## config.mk

```make
export PLATFORM = sky130hd
export DESIGN_NAME = alu_issue
export DESIGN_NICKNAME = d
export VERILOG_FILES = /design/src/rtl/alu_pkg.sv /design/src/rtl/sync_cmd_fifo.sv /design/src/rtl/alu_issue.sv
export SDC_FILE = /design/constraint.sdc
export NUM_CORES = 1
export LEC_CHECK = 0
export CORE_ASPECT_RATIO = 0.75
export CORE_MARGIN = 2
export CORE_UTILIZATION = 45
export CTS_BUF_LIST = sky130_fd_sc_hd__clkbuf_16
export DETAILED_ROUTE_END_ITERATION = 16
export DONT_BUFFER_PORTS = 1
export PLACE_DENSITY_LB_ADDON = 0.25
export SLEW_MARGIN = 20
export SYNTH_ARGS = -nofsm -noshare
export SYNTH_HDL_FRONTEND = slang
export SYNTH_SLANG_ARGS = --single-unit
```

## constraint.sdc

```tcl
create_clock -name clk -period 4.21 [get_ports clk]
set_clock_uncertainty 0.2 [all_clocks]
set_input_delay 0 -clock clk [delete_from_list [all_inputs] [get_ports clk]]
set_output_delay 0 -clock clk [all_outputs]
set_load 0.1 [all_outputs]
```

## src/rtl/alu_pkg.sv

```systemverilog
// Function codes and decode helpers shared by the ALU issue stage and its neighbours.
// The command struct depends on WIDTH, so each instantiating module declares it locally.
package alu_pkg;

    localparam int unsigned FUNC_W = 4;

    localparam logic [FUNC_W-1:0] FN_ADD = 4'b0000;
    localparam logic [FUNC_W-1:0] FN_SUB = 4'b0001;
    localparam logic [FUNC_W-1:0] FN_CMP = 4'b0010;
    localparam logic [FUNC_W-1:0] FN_NEG = 4'b0011;
    localparam logic [FUNC_W-1:0] FN_AND = 4'b0100;
    localparam logic [FUNC_W-1:0] FN_OR  = 4'b0101;
    localparam logic [FUNC_W-1:0] FN_XOR = 4'b0110;
    localparam logic [FUNC_W-1:0] FN_ROL = 4'b0111;
    localparam logic [FUNC_W-1:0] FN_ROR = 4'b1111;

    // Codes 1000-1110 reach the ALU unchanged but are flagged as errors.
    function automatic logic fn_is_defined(input logic [FUNC_W-1:0] func);
        return !func[FUNC_W-1] || (func == FN_ROR);
    endfunction

    // Only add/sub produce a meaningful overflow/sign flag.
    function automatic logic fn_has_flag(input logic [FUNC_W-1:0] func);
        return (func == FN_ADD) || (func == FN_SUB);
    endfunction

endpackage

```

## src/rtl/sync_cmd_fifo.sv

```systemverilog
// Single-clock command FIFO; full/empty come from the entry count, not pointer equality.
module sync_cmd_fifo #(
    parameter int unsigned DATA_W = 68,
    parameter int unsigned DEPTH  = 4,
    localparam int unsigned PTR_W = $clog2(DEPTH),
    localparam int unsigned CNT_W = PTR_W + 1
) (
    input  logic              clk,
    input  logic              rst_n,
    input  logic              flush,
    input  logic              push,
    input  logic              pop,
    input  logic [DATA_W-1:0] wdata,
    output logic [DATA_W-1:0] rdata,
    output logic [CNT_W-1:0]  count
);

    logic [DATA_W-1:0] mem [DEPTH];
    logic [PTR_W-1:0]  wr_ptr;
    logic [PTR_W-1:0]  rd_ptr;
    logic              do_push;
    logic              do_pop;

    assign do_push = push && (count != CNT_W'(DEPTH));
    assign do_pop  = pop && (count != '0);

    always_ff @(posedge clk or negedge rst_n) begin
        if (!rst_n) begin
            wr_ptr <= '0;
            rd_ptr <= '0;
            count  <= '0;
        end else if (flush) begin
            wr_ptr <= '0;
            rd_ptr <= '0;
            count  <= '0;
        end else begin
            if (do_push) wr_ptr <= wr_ptr + 1'b1;
            if (do_pop)  rd_ptr <= rd_ptr + 1'b1;
            count <= count + CNT_W'(do_push) - CNT_W'(do_pop);
        end
    end

    // Storage is deliberately left unreset.
    always_ff @(posedge clk) begin
        if (do_push && !flush) mem[wr_ptr] <= wdata;
    end

    assign rdata = mem[rd_ptr];

endmodule

```

## src/rtl/alu_issue.sv

```systemverilog
// Registered issue stage around the combinational alu: command FIFO in, result register out.
// The alu path terminates at the result register; alu_* are FIFO head through a mux only.
module alu_issue
    import alu_pkg::*;
#(
    parameter int unsigned WIDTH = 32,
    parameter int unsigned DEPTH = 4,
    localparam int unsigned CNT_W = $clog2(DEPTH) + 1
) (
    input  logic              clk,
    input  logic              rst_n,
    input  logic              flush,
    input  logic              cmd_valid,
    output logic              cmd_ready,
    input  logic [FUNC_W-1:0] cmd_func,
    input  logic [WIDTH-1:0]  cmd_a,
    input  logic [WIDTH-1:0]  cmd_b,
    output logic [WIDTH-1:0]  alu_a,
    output logic [WIDTH-1:0]  alu_b,
    output logic [FUNC_W-1:0] alu_func,
    input  logic [WIDTH-1:0]  alu_r,
    input  logic              alu_ov_sgn,
    output logic              res_valid,
    input  logic              res_ready,
    output logic [WIDTH-1:0]  res_data,
    output logic              res_flag,
    output logic              res_err,
    output logic [CNT_W-1:0]  occupancy
);

    typedef struct packed {
        logic [FUNC_W-1:0] func;
        logic [WIDTH-1:0]  a;
        logic [WIDTH-1:0]  b;
    } cmd_t;

    cmd_t                wr_cmd;
    cmd_t                head;
    logic [$bits(cmd_t)-1:0] head_bits;
    logic                push;
    logic                cap;
    logic                not_empty;

    assign not_empty = (occupancy != '0);
    assign cmd_ready = (occupancy != CNT_W'(DEPTH)) && !flush;
    assign push      = cmd_valid && cmd_ready;
    assign cap       = not_empty && (!res_valid || res_ready);
    assign wr_cmd    = '{func: cmd_func, a: cmd_a, b: cmd_b};
    assign head      = cmd_t'(head_bits);

    sync_cmd_fifo #(
        .DATA_W ($bits(cmd_t)),
        .DEPTH  (DEPTH)
    ) u_fifo (
        .clk   (clk),
        .rst_n (rst_n),
        .flush (flush),
        .push  (push),
        .pop   (cap),
        .wdata (wr_cmd),
        .rdata (head_bits),
        .count (occupancy)
    );

    // Unwritten storage must never leak onto the alu inputs.
    assign alu_a    = not_empty ? head.a    : '0;
    assign alu_b    = not_empty ? head.b    : '0;
    assign alu_func = not_empty ? head.func : '0;

    always_ff @(posedge clk or negedge rst_n) begin
        if (!rst_n) begin
            res_valid <= 1'b0;
            res_data  <= '0;
            res_flag  <= 1'b0;
            res_err   <= 1'b0;
        end else if (flush) begin
            res_valid <= 1'b0;
        end else if (cap) begin
            res_valid <= 1'b1;
            res_data  <= alu_r;
            res_flag  <= fn_has_flag(head.func) && alu_ov_sgn;
            res_err   <= !fn_is_defined(head.func);
        end else if (res_ready) begin
            res_valid <= 1'b0;
        end
    end

endmodule

```

==> results of run 1 <==
-- kinds of logic after synthesis --
| kind of cell | after synthesis | share of synthesized area [%] |
|---|---|---|
| DFF | 314 | 76.36 |
| muxes | 103 | 15.94 |
| and+or+nand+nor | 91 | 4.788 |
| buffers and inverters | 37 | 1.648 |
| AOI/OAI and AO/OA | 7 | 0.4041 |
| adders and majority gates | 7 | 0.7876 |
| xor gates and xnor gates | 1 | 0.07256 |
-- stage by stage --
stage / hold slack [ns] / util, % / area, sq um / cells
after floorplan: -0.4956 / - / 12070 / 560
after global placement: -0.4945 / 49.83 / 13040 / 934
after detailed placement: -0.4948 / 49.83 / 13040 / 934
==> metrics.yaml, run 1 <==
status: "did not finish"
failing_step: "clock tree synthesis (4_1_cts)"
firstError: "[ERROR RSZ-0060] Max buffer count reached."
dpl.hpwl_um: 14180
synth_commonest_cells: "272 x edfxtp_1, 71 x nor2b_1, 68 x mux4_2, 42 x dfrtp_1, 32 x mux2_2"
synth_edf_count: 272
place.gp.congestion: 0.7347
yosysMostFrequentCell: "edfxtp_1"
syn-mean-instance-area_sq_um: 21.56
cts_resized: 0
post_cts_buffers: 0
ys_seq_area_share_pct: 76.36
cts_root_buf: "clkbuf_16"
pre_cts_slack_ns: 1.203
ys_top_cells_by_area: "edfxtp_1 68%, mux4_2 13%, dfrtp_1 8.7%"
synth-seq-cells: 314
cts-buffers-inserted: 30
yosys_warnings: 0
postSynthCellCount: 560
port-buffer-count: 0
synth_nets: 673
start_util_pct: 46.15
core.rowCount: 51
clock-sinks: 314
cts-htree-levels: 1
synthFlopType: "edfxtp_1"
yosys.cell_types.count: 31
die_y_um: 145.9
clk_path_buf_depth: 3
io_pins: 213
yosysTopAreaCell: "edfxtp_1"
cts_hold_repair.buffers: 199
die_w_um: 193.1
mappedNetlistArea_sq_mm: 0.01207
ys_async_sr_fraction_pct: 13.38
synth_top_area_share_pct: 67.65
==> inputs of run 2 (changes only) <==
- CORE_ASPECT_RATIO: 0.75 -> not set
- CORE_UTILIZATION: 45 -> 30
- CTS_BUF_LIST: sky130_fd_sc_hd__clkbuf_16 -> not set
- PLACE_DENSITY_LB_ADDON: 0.25 -> 0.15
==> metrics.yaml, run 2 <==
vias: 6246
grt_pass1_vias: 7091
clock-sinks: 314  # unchanged
critPathMaxFanout: 41
yosysTopAreaCell: "edfxtp_1"
fmax_mhz: 269.0
crit_type: "register to register"
nets: 954
viasPerCell: 4.497
coreArea_sq_mm: 0.03973
mappedNetlistArea_sq_mm: 0.01207  # unchanged
synth_top_area_share_pct: 67.65  # unchanged
hold_viol: 0
synth_commonest_cells: "272 x edfxtp_1, 71 x nor2b_1, 68 x mux4_2, 42 x dfrtp_1, 32 x mux2_2"
crit_required_ns: 4.42
globalRouteOverflowTotal: 0
clkSlewWorstSetupHoldPaths_ns: 0.06
rsz0062_at_grt: "false"
dr.max_layer_used: "met5"
final_common_cell: "edfxtp_1"
n_antenna_cell: 0
max_slew_margin_pct: 22.50
slew_violations: 0
clkLatencyLatePin_ns: 0.54
postSynthCellCount: 560  # unchanged
cap_violations: 0
synth-seq-cells: 314  # unchanged
core.rowCount: 73  # +43%
synth_nets: 673  # unchanged
wl_per_cell_um: 19.64
postRouteAntennaNets: 0
die_y_um: 204.6  # +40%
cts-htree-levels: 2  # +1
yosysMostFrequentCell: "edfxtp_1"
route.met2.wl_um: 13340
io_pins: 213  # unchanged
start_util_pct: 30.39  # -16 points
grt_pass1_wl_um: 41100
ys_seq_area_share_pct: 76.36  # unchanged
status: "finished, final reports clean"
wirelength_um: 27280
clk_path_buf_depth: 3  # unchanged
wl_met3_um: 1941
period_minus_slack_ns: 3.717
syn-mean-instance-area_sq_um: 21.56  # unchanged
cp-start-kind: "register"
cp_data_arrival_time_ns: 3.93
hold_class: "input port to register"
period_share_pct: 88.29
area_growth_pct: 36.50
tightest_slew_ns: 1.157
cts_root_buf: "clkbuf_16"
drive_gt1_share_pct: 34.03
die_area_sq_mm: 0.04186
drt-met1-wl_um: 11400
antenna_found_initial: 1
regMostFlops: "u_fifo.mem"
synth_edf_count: 272  # unchanged
fin_tns_setup_ns: 0
drc: 0
place.gp.congestion: 0.6740  # -8.3%
final_cell_mix: "272 x edfxtp_1, 203 x dlygate4sd3_1, 68 x mux4_2, 68 x nor2b_2, 63 x buf_4"
cts-buffers-inserted: 36  # +20%
port-buffer-count: 0  # unchanged
top_regs: "u_fifo.mem: 272 flops, res_data: 32 flops, u_fifo.count: 3 flops"
ys_top_cells_by_area: "edfxtp_1 68%, mux4_2 13%, dfrtp_1 8.7%"
yosys_warnings: 0  # unchanged
end_kind: "register"
n_fill_cell: 3542
die_w_um: 204.6  # +5.9%
largest_register_ffs: 272
dr.pass1.iters: 4
ys_async_sr_fraction_pct: 13.38  # unchanged
synthFlopType: "edfxtp_1"
drt_iter0_markers: 250
grt_max_degree: 45
cts_tree: "built"
yosys.cell_types.count: 31  # unchanged
track_usage_pct: 13.17
finalSetupViolCount: 0
dpl.hpwl_um: 15250  # +7.5%
-- run 2: cell counts after synthesis --
Identical to the previous run, type by type.
-- run 2: logic make-up after synthesis --
kind of cell	share of synthesized area [%]
mux	15.94
buf+inv	1.648
compound gates	0.4041
simple gates	4.788
xor+xnor	0.07256
fa+ha+maj	0.7876
flops	76.36
-- run 2: repair_timing --
item | 4_1_cts | 5_1_grt
gates resized for setup | 0 | 0
hold buffers | 205 | 0
hold endpoints to repair | 444 | 0
setup buffers | 0 | 0
-- run 2: cell type report --
cell class	count	area, sq um	area share [%]
Timing Repair Buffer	272	2633	15.97
Sequential cell	314	9226	55.99
Inverter	8	30.03	0.1822
Tap cell	525	656.9	3.986
Clock buffer	48	955.9	5.801
Multi-Input combinational cell	209	2853	17.31
Clock inverter	13	125.1	0.7592
-- run 2: final timing paths --
kind                       cells after the start  slack, ns           endpoint              from
min reg2reg                                    1       0.37   u_fifo.wr_ptr[0]  u_fifo.wr_ptr[0]
min in group asynchronous                      4       0.43   u_fifo.rd_ptr[1]             rst_n
max                                            6       0.49   u_fifo.rd_ptr[1]   u_fifo.count[2]
min                                            1       0.02  u_fifo.mem[0][14]         cmd_b[14]
max in group asynchronous                      4       3.17   u_fifo.rd_ptr[0]             rst_n
max reg2reg                                    6       0.49   u_fifo.rd_ptr[1]   u_fifo.count[2]
-- run 2: worst max-delay path, stage by stage (launching register included) --
cell,delay [ns]
dfrtp_1,0.83
nor3_4,0.35
buf_4,0.60
buf_4,0.69
or4_1,0.21
a21oi_1,0.06
dlygate4sd3_1,0.58
-- run 2: stage by stage --
step | utilization [%] | worst slack, ns | hold slack [ns] | area (sq um) | cells
3_5_place_dp | 33.50 | 1.013 | -0.4945 | 13310 | 1123
6_report | 41.48 | 0.4930 | 0.02325 | 16480 | 1389
5_1_grt | 41.48 | 0.3254 | 0.03801 | 16480 | 1389
4_1_cts | 41.46 | 0.4760 | 0.001195 | 16470 | 1389
3_3_place_gp | 33.50 | 1.007 | -0.4945 | 13310 | 1123
2_1_floorplan | - | 0.3351 | -0.4956 | 12070 | 560
-- run 2: per-layer routing --
layer | global-route usage (%) | up-vias
li1 | - | 2781
met1 | 16.27 | 3226
met2 | 21.90 | 193
met3 | 3.898 | 44
met4 | 4.788 | 2
met5 | 0 | -
Power of run 2 is not shown: default switching activity piles up to over one toggle a cycle in this logic, so the estimate is an artifact.
==> inputs of run 3 (changes only) <==
- BUFFER_PORTS_ARGS: not set -> -buffer_cell sky130_fd_sc_hd__buf_4
- CORE_UTILIZATION: 30 -> 55
- DONT_BUFFER_PORTS: 1 -> not set
- PLACE_DENSITY: not set -> 0.8
- PLACE_DENSITY_LB_ADDON: 0.15 -> not set
==> metrics.yaml, run 3 (synthesis gave the netlist of run 2 again) <==
clkSlewWorstSetupHoldPaths_ns: 0.06  # about the same
postRouteAntennaNets: 0  # unchanged
drt_iter0_markers: 427  # +71%
start_util_pct: 55.67  # +25 points
cp_data_arrival_time_ns: 3.01  # -0.92 ns
post_cts_buffers: 0  # unchanged
regMostFlops: "u_fifo.mem"
final_cell_mix: "272 x edfxtp_1, 216 x buf_4, 148 x dlygate4sd3_1, 71 x nor2b_1, 68 x mux4_2"
die_area_sq_mm: 0.02315  # -45%
cts_root_buf: "clkbuf_16"
dr.pass1.iters: 5  # +1
period_minus_slack_ns: 3.214  # -0.5029 ns
max_slew_margin_pct: 28.79  # +6.3 points
end_kind: "primary output"
dpl.hpwl_um: 14030  # -8.0%
worst-r2r-setup-slack_ns: 1.46  # +0.97 ns
final_common_cell: "edfxtp_1"
die_w_um: 152.2  # -26%
clock-sinks: 314  # unchanged
place.gp.congestion: 0.7993  # +19%
fin_util_pct: 76.02  # +35 points
cts-htree-levels: 1  # -1
area_growth_pct: 36.56  # about the same
min_path_cells: 2  # +1
wl_per_cell_um: 21.29  # +8.4%
min_from: "cmd_b[5]"
grt_pass1_wl_um: 41410  # +0.74%
fin_tns_setup_ns: 0  # unchanged
fmax_mhz: 311.1  # +16%
cp-start-kind: "register"
hold_viol: 0  # unchanged
finalSetupViolCount: 0  # unchanged
antenna_found_initial: 2  # +1
top_regs: "u_fifo.mem: 272 flops, res_data: 32 flops, u_fifo.count: 3 flops"
cts_hold_repair.buffers: 149  # -27%
slew_violations: 0  # unchanged
clk_path_buf_depth: 3  # unchanged
track_usage_pct: 22.79  # +9.6 points
io_pins: 213  # unchanged
drive_gt1_share_pct: 39.20  # +5.2 points
critPathMaxFanout: 43  # +4.9%
crit_required_ns: 4.01  # -0.41 ns
rsz0062_at_grt: "false"
viasPerCell: 5.398  # +20%
holdPathEnd: "u_fifo.mem[0][5]"
cts_resized: 0  # unchanged
wirelength_um: 26310  # -3.5%
clkLatencyLatePin_ns: 0.55  # about the same
period_share_pct: 76.34  # -12 points
hold_class: "input port to register"
globalRouteOverflowTotal: 0  # unchanged
cts-buffers-inserted: 31  # -14%
core.rowCount: 54  # -26%
r2r_cells: 10  # +4
coreArea_sq_mm: 0.02169  # -45%
largest_register_ffs: 272  # unchanged
tightest_slew_ns: 1.068  # -0.08922 ns
crit-reg2reg-launch: "res_valid"
nets: 1042  # +9.2%
cts_tree: "built"
timing.rr.end: "u_fifo.count[2]"
drc: 0  # unchanged
port-buffer-count: 212  # +212
status: "finished, final reports clean"
die_y_um: 152.2  # -26%
grt_max_degree: 76  # +69%
crit_type: "register to primary output"
grt_pass1_vias: 7429  # +4.8%
vias: 6672  # +6.8%
cap_violations: 0  # unchanged
## run 3: how the worst max path moves through the flow
stage | cells past startpoint | end | startpoint
2_1_floorplan | 3 | u_fifo.mem[1][0] | u_fifo.count[1]
3_3_place_gp | 4 | alu_b[4] | u_fifo.rd_ptr[0]
3_5_place_dp | 10 | u_fifo.count[2] | res_valid
4_1_cts | 4 | alu_b[4] | u_fifo.rd_ptr[0]
5_1_grt | 4 | alu_b[12] | u_fifo.rd_ptr[0]
6_report | 4 | alu_a[30] | u_fifo.rd_ptr[0]
## run 3: metal layers
layer | wire, um | vias up | track usage, %
met1 | 10100 | 3387 | 28.83
li1 | - | 2968 | -
met5 | 0 | - | 0
met4 | 525 | 0 | 5.563
met2 | 13850 | 270 | 40.56
met3 | 1842 | 47 | 5.063
## run 3: layout make-up
class                           count  area (sq um)
Timing Repair Buffer              365          3123
Fill cell                        1123          5201
Inverter                            8         30.03
Clock buffer                       44         907.1
Sequential cell                   314          9226
Clock inverter                     14         173.9
Antenna cell                        2         5.005
Multi-Input combinational cell    209          2671
Tap cell                          280         350.3
## run 3: critical path: stages, from the launching register on
cell	delay (ns)
dfrtp_4	0.98
buf_4	0.46
mux4_2	0.55
nor2b_1	0.16
buf_4	0.28
## run 3: metrics by stage
stage,std cells,hold slack [ns],setup slack (ns),instance area [sq um]
6_report,1236,0.01521,0.9959,16490
5_1_grt,1235,0.0009149,0.7745,16480
4_1_cts,1234,0.0002943,0.9103,16480
3_5_place_dp,1027,-0.1917,1.475,13900
3_3_place_gp,1027,-0.2110,1.520,13900
2_1_floorplan,560,-0.4956,0.3351,12070
Power of run 3 is left out for the same reason.
==> inputs of run 4 (changes only) <==
- CORE_UTILIZATION: 55 -> 50
- PLACE_DENSITY: 0.8 -> 0.76
- clock period: 4.21 -> 2.85 ns (I/O delays scaled with it)
==> metrics.yaml, run 4 (synthesis gave the netlist of run 2 again) <==
vias: 6492  # -2.7%
timing.rr.end: "res_valid"
die_w_um: 159.4  # +4.8%
period_minus_slack_ns: 2.703
globalRouteOverflowTotal: 0  # unchanged
final_cell_mix: "272 x edfxtp_1, 220 x buf_4, 107 x dlygate4sd3_1, 71 x nor2b_1, 68 x mux4_2"
grt_pass1_vias: 7176  # -3.4%
fin_tns_setup_ns: 0  # unchanged
critPathMaxFanout: 75  # +74%
dr.pass1.iters: 4  # -1
core.rowCount: 56  # +3.7%
clkSlewWorstSetupHoldPaths_ns: 0.06  # about the same
worst-r2r-setup-slack_ns: 0.29  # -1.17 ns
largest_register_ffs: 272  # unchanged
track_usage_pct: 19.96  # -2.8 points
clock-sinks: 314  # unchanged
crit_required_ns: 2.65  # -1.36 ns
dpl.hpwl_um: 14400  # +2.7%
fmax_mhz: 369.9
die_area_sq_mm: 0.02541  # +9.7%
postLayoutSetupSlackWorst_ns: 0.1468  # -0.8491 ns
slew_violations: 0  # unchanged
cap_violations: 0  # unchanged
regMostFlops: "u_fifo.mem"
cts_resized: 0  # unchanged
r2r_cells: 5  # -5
io_pins: 213  # unchanged
area_growth_pct: 35.01
antenna_found_initial: 3  # +1
max_slew_margin_pct: 39.21  # +10 points
port-buffer-count: 212  # unchanged
hold_class: "input port to register"
coreArea_sq_mm: 0.02361  # +8.9%
crit_path_end: "alu_b[8]"
crit-reg2reg-launch: "u_fifo.count[1]"
pre_cts_slack_ns: 0.2953  # -1.180 ns
critPathLaunch: "u_fifo.count[1]"
clkLatencyLatePin_ns: 0.51  # -0.04 ns
grt_max_degree: 76  # unchanged
viasPerCell: 5.194  # -3.8%
drive_gt1_share_pct: 42.13  # +2.9 points
status: "finished, final reports clean"
start_util_pct: 51.13  # -4.5 points
place.gp.congestion: 0.8318  # +4.1%
cts-buffers-inserted: 34  # +9.7%
cp_data_arrival_time_ns: 2.50  # -0.51 ns
grt_pass1_wl_um: 39650  # -4.2%
drt_iter0_markers: 450  # +5.4%
crit_type: "register to primary output"
period_share_pct: 94.85
drc: 0  # unchanged
nets: 1015  # -2.6%
clk_path_buf_depth: 3  # unchanged
wl_per_cell_um: 20.19  # -5.1%
postRouteAntennaNets: 0  # unchanged
finalSetupViolCount: 0  # unchanged
final_common_cell: "edfxtp_1"
end_kind: "primary output"
top_regs: "u_fifo.mem: 272 flops, res_data: 32 flops, u_fifo.count: 3 flops"
die_y_um: 159.4  # +4.8%
tightest_slew_ns: 0.9119  # -0.1562 ns
rsz0062_at_grt: "false"
cp-start-kind: "register"
wirelength_um: 25240  # -4.1%
cts_tree: "built"
cts_root_buf: "clkbuf_16"
cts-htree-levels: 2  # +1
hold_viol: 0  # unchanged
[run 4: changes by cell type in the layout (fill, tap and decap cells not counted), sizes merged]
cell,delta
diode,+1
dlygate4sd3,-41
buf,+11
clkinv,+9
clkinvlp,-2
inv,+1
bufinv,-4
[run 4: metal layers]
metal | vias to the layer above | part of all wire [%] | track usage [%]
met5 | - | 0 | 0
met4 | 0 | 1.4 | 5.289
met3 | 31 | 6.8 | 5.132
met2 | 249 | 50 | 34.17
met1 | 3292 | 42 | 25.68
li1 | 2920 | - | -
[run 4: layout make-up]
| cell class | instances | area [sq um] |
|---|---|---|
| Fill cell | 1448 | 7313 |
| Antenna cell | 3 | 7.507 |
| Inverter | 8 | 30.03 |
| Clock inverter | 18 | 130.1 |
| Tap cell | 319 | 399.1 |
| Multi-Input combinational cell | 209 | 2674 |
| Clock buffer | 44 | 929.6 |
| Sequential cell | 314 | 9239 |
| Timing Repair Buffer | 335 | 2890 |
[run 4: timing repair]
action,CTS,global route
hold buffers,108,0
setup endpoints to repair,0,14
setup buffers,0,1
endpoints found under the hold margin,356,0
[run 4: per-stage QoR]
| stage | hold WS (ns) | util [%] | cell area, sq um | std cells |
|---|---|---|---|---|
| after floorplan | -0.4956 | - | 12120 | 560 |
| after global placement | -0.2089 | 59.77 | 14110 | 1076 |
| after detailed placement | -0.1839 | 59.77 | 14110 | 1076 |
| after CTS | 0.002715 | 68.88 | 16260 | 1246 |
| after global routing | 0.01830 | 69.03 | 16300 | 1250 |
| final | 0.02257 | 69.03 | 16300 | 1250 |
[run 4: how the worst min path moves through the flow]
stage,start,to,cells past startpoint
after floorplan,rst_n,res_data[0],0
after global placement,rst_n,res_data[18],1
after detailed placement,rst_n,res_data[17],1
after CTS,cmd_a[20],u_fifo.mem[0][52],2
after global routing,cmd_b[20],u_fifo.mem[1][20],2
final,cmd_b[20],u_fifo.mem[1][20],2
[run 4: worst max-delay path, cell delays in order (launching register included)]
cell and delay [ns]:
dfrtp_4 0.52, nor3_4 0.20, buf_4 0.68, nor2b_1 0.19, buf_4 0.29
Power of run 4 is left out for the same reason.
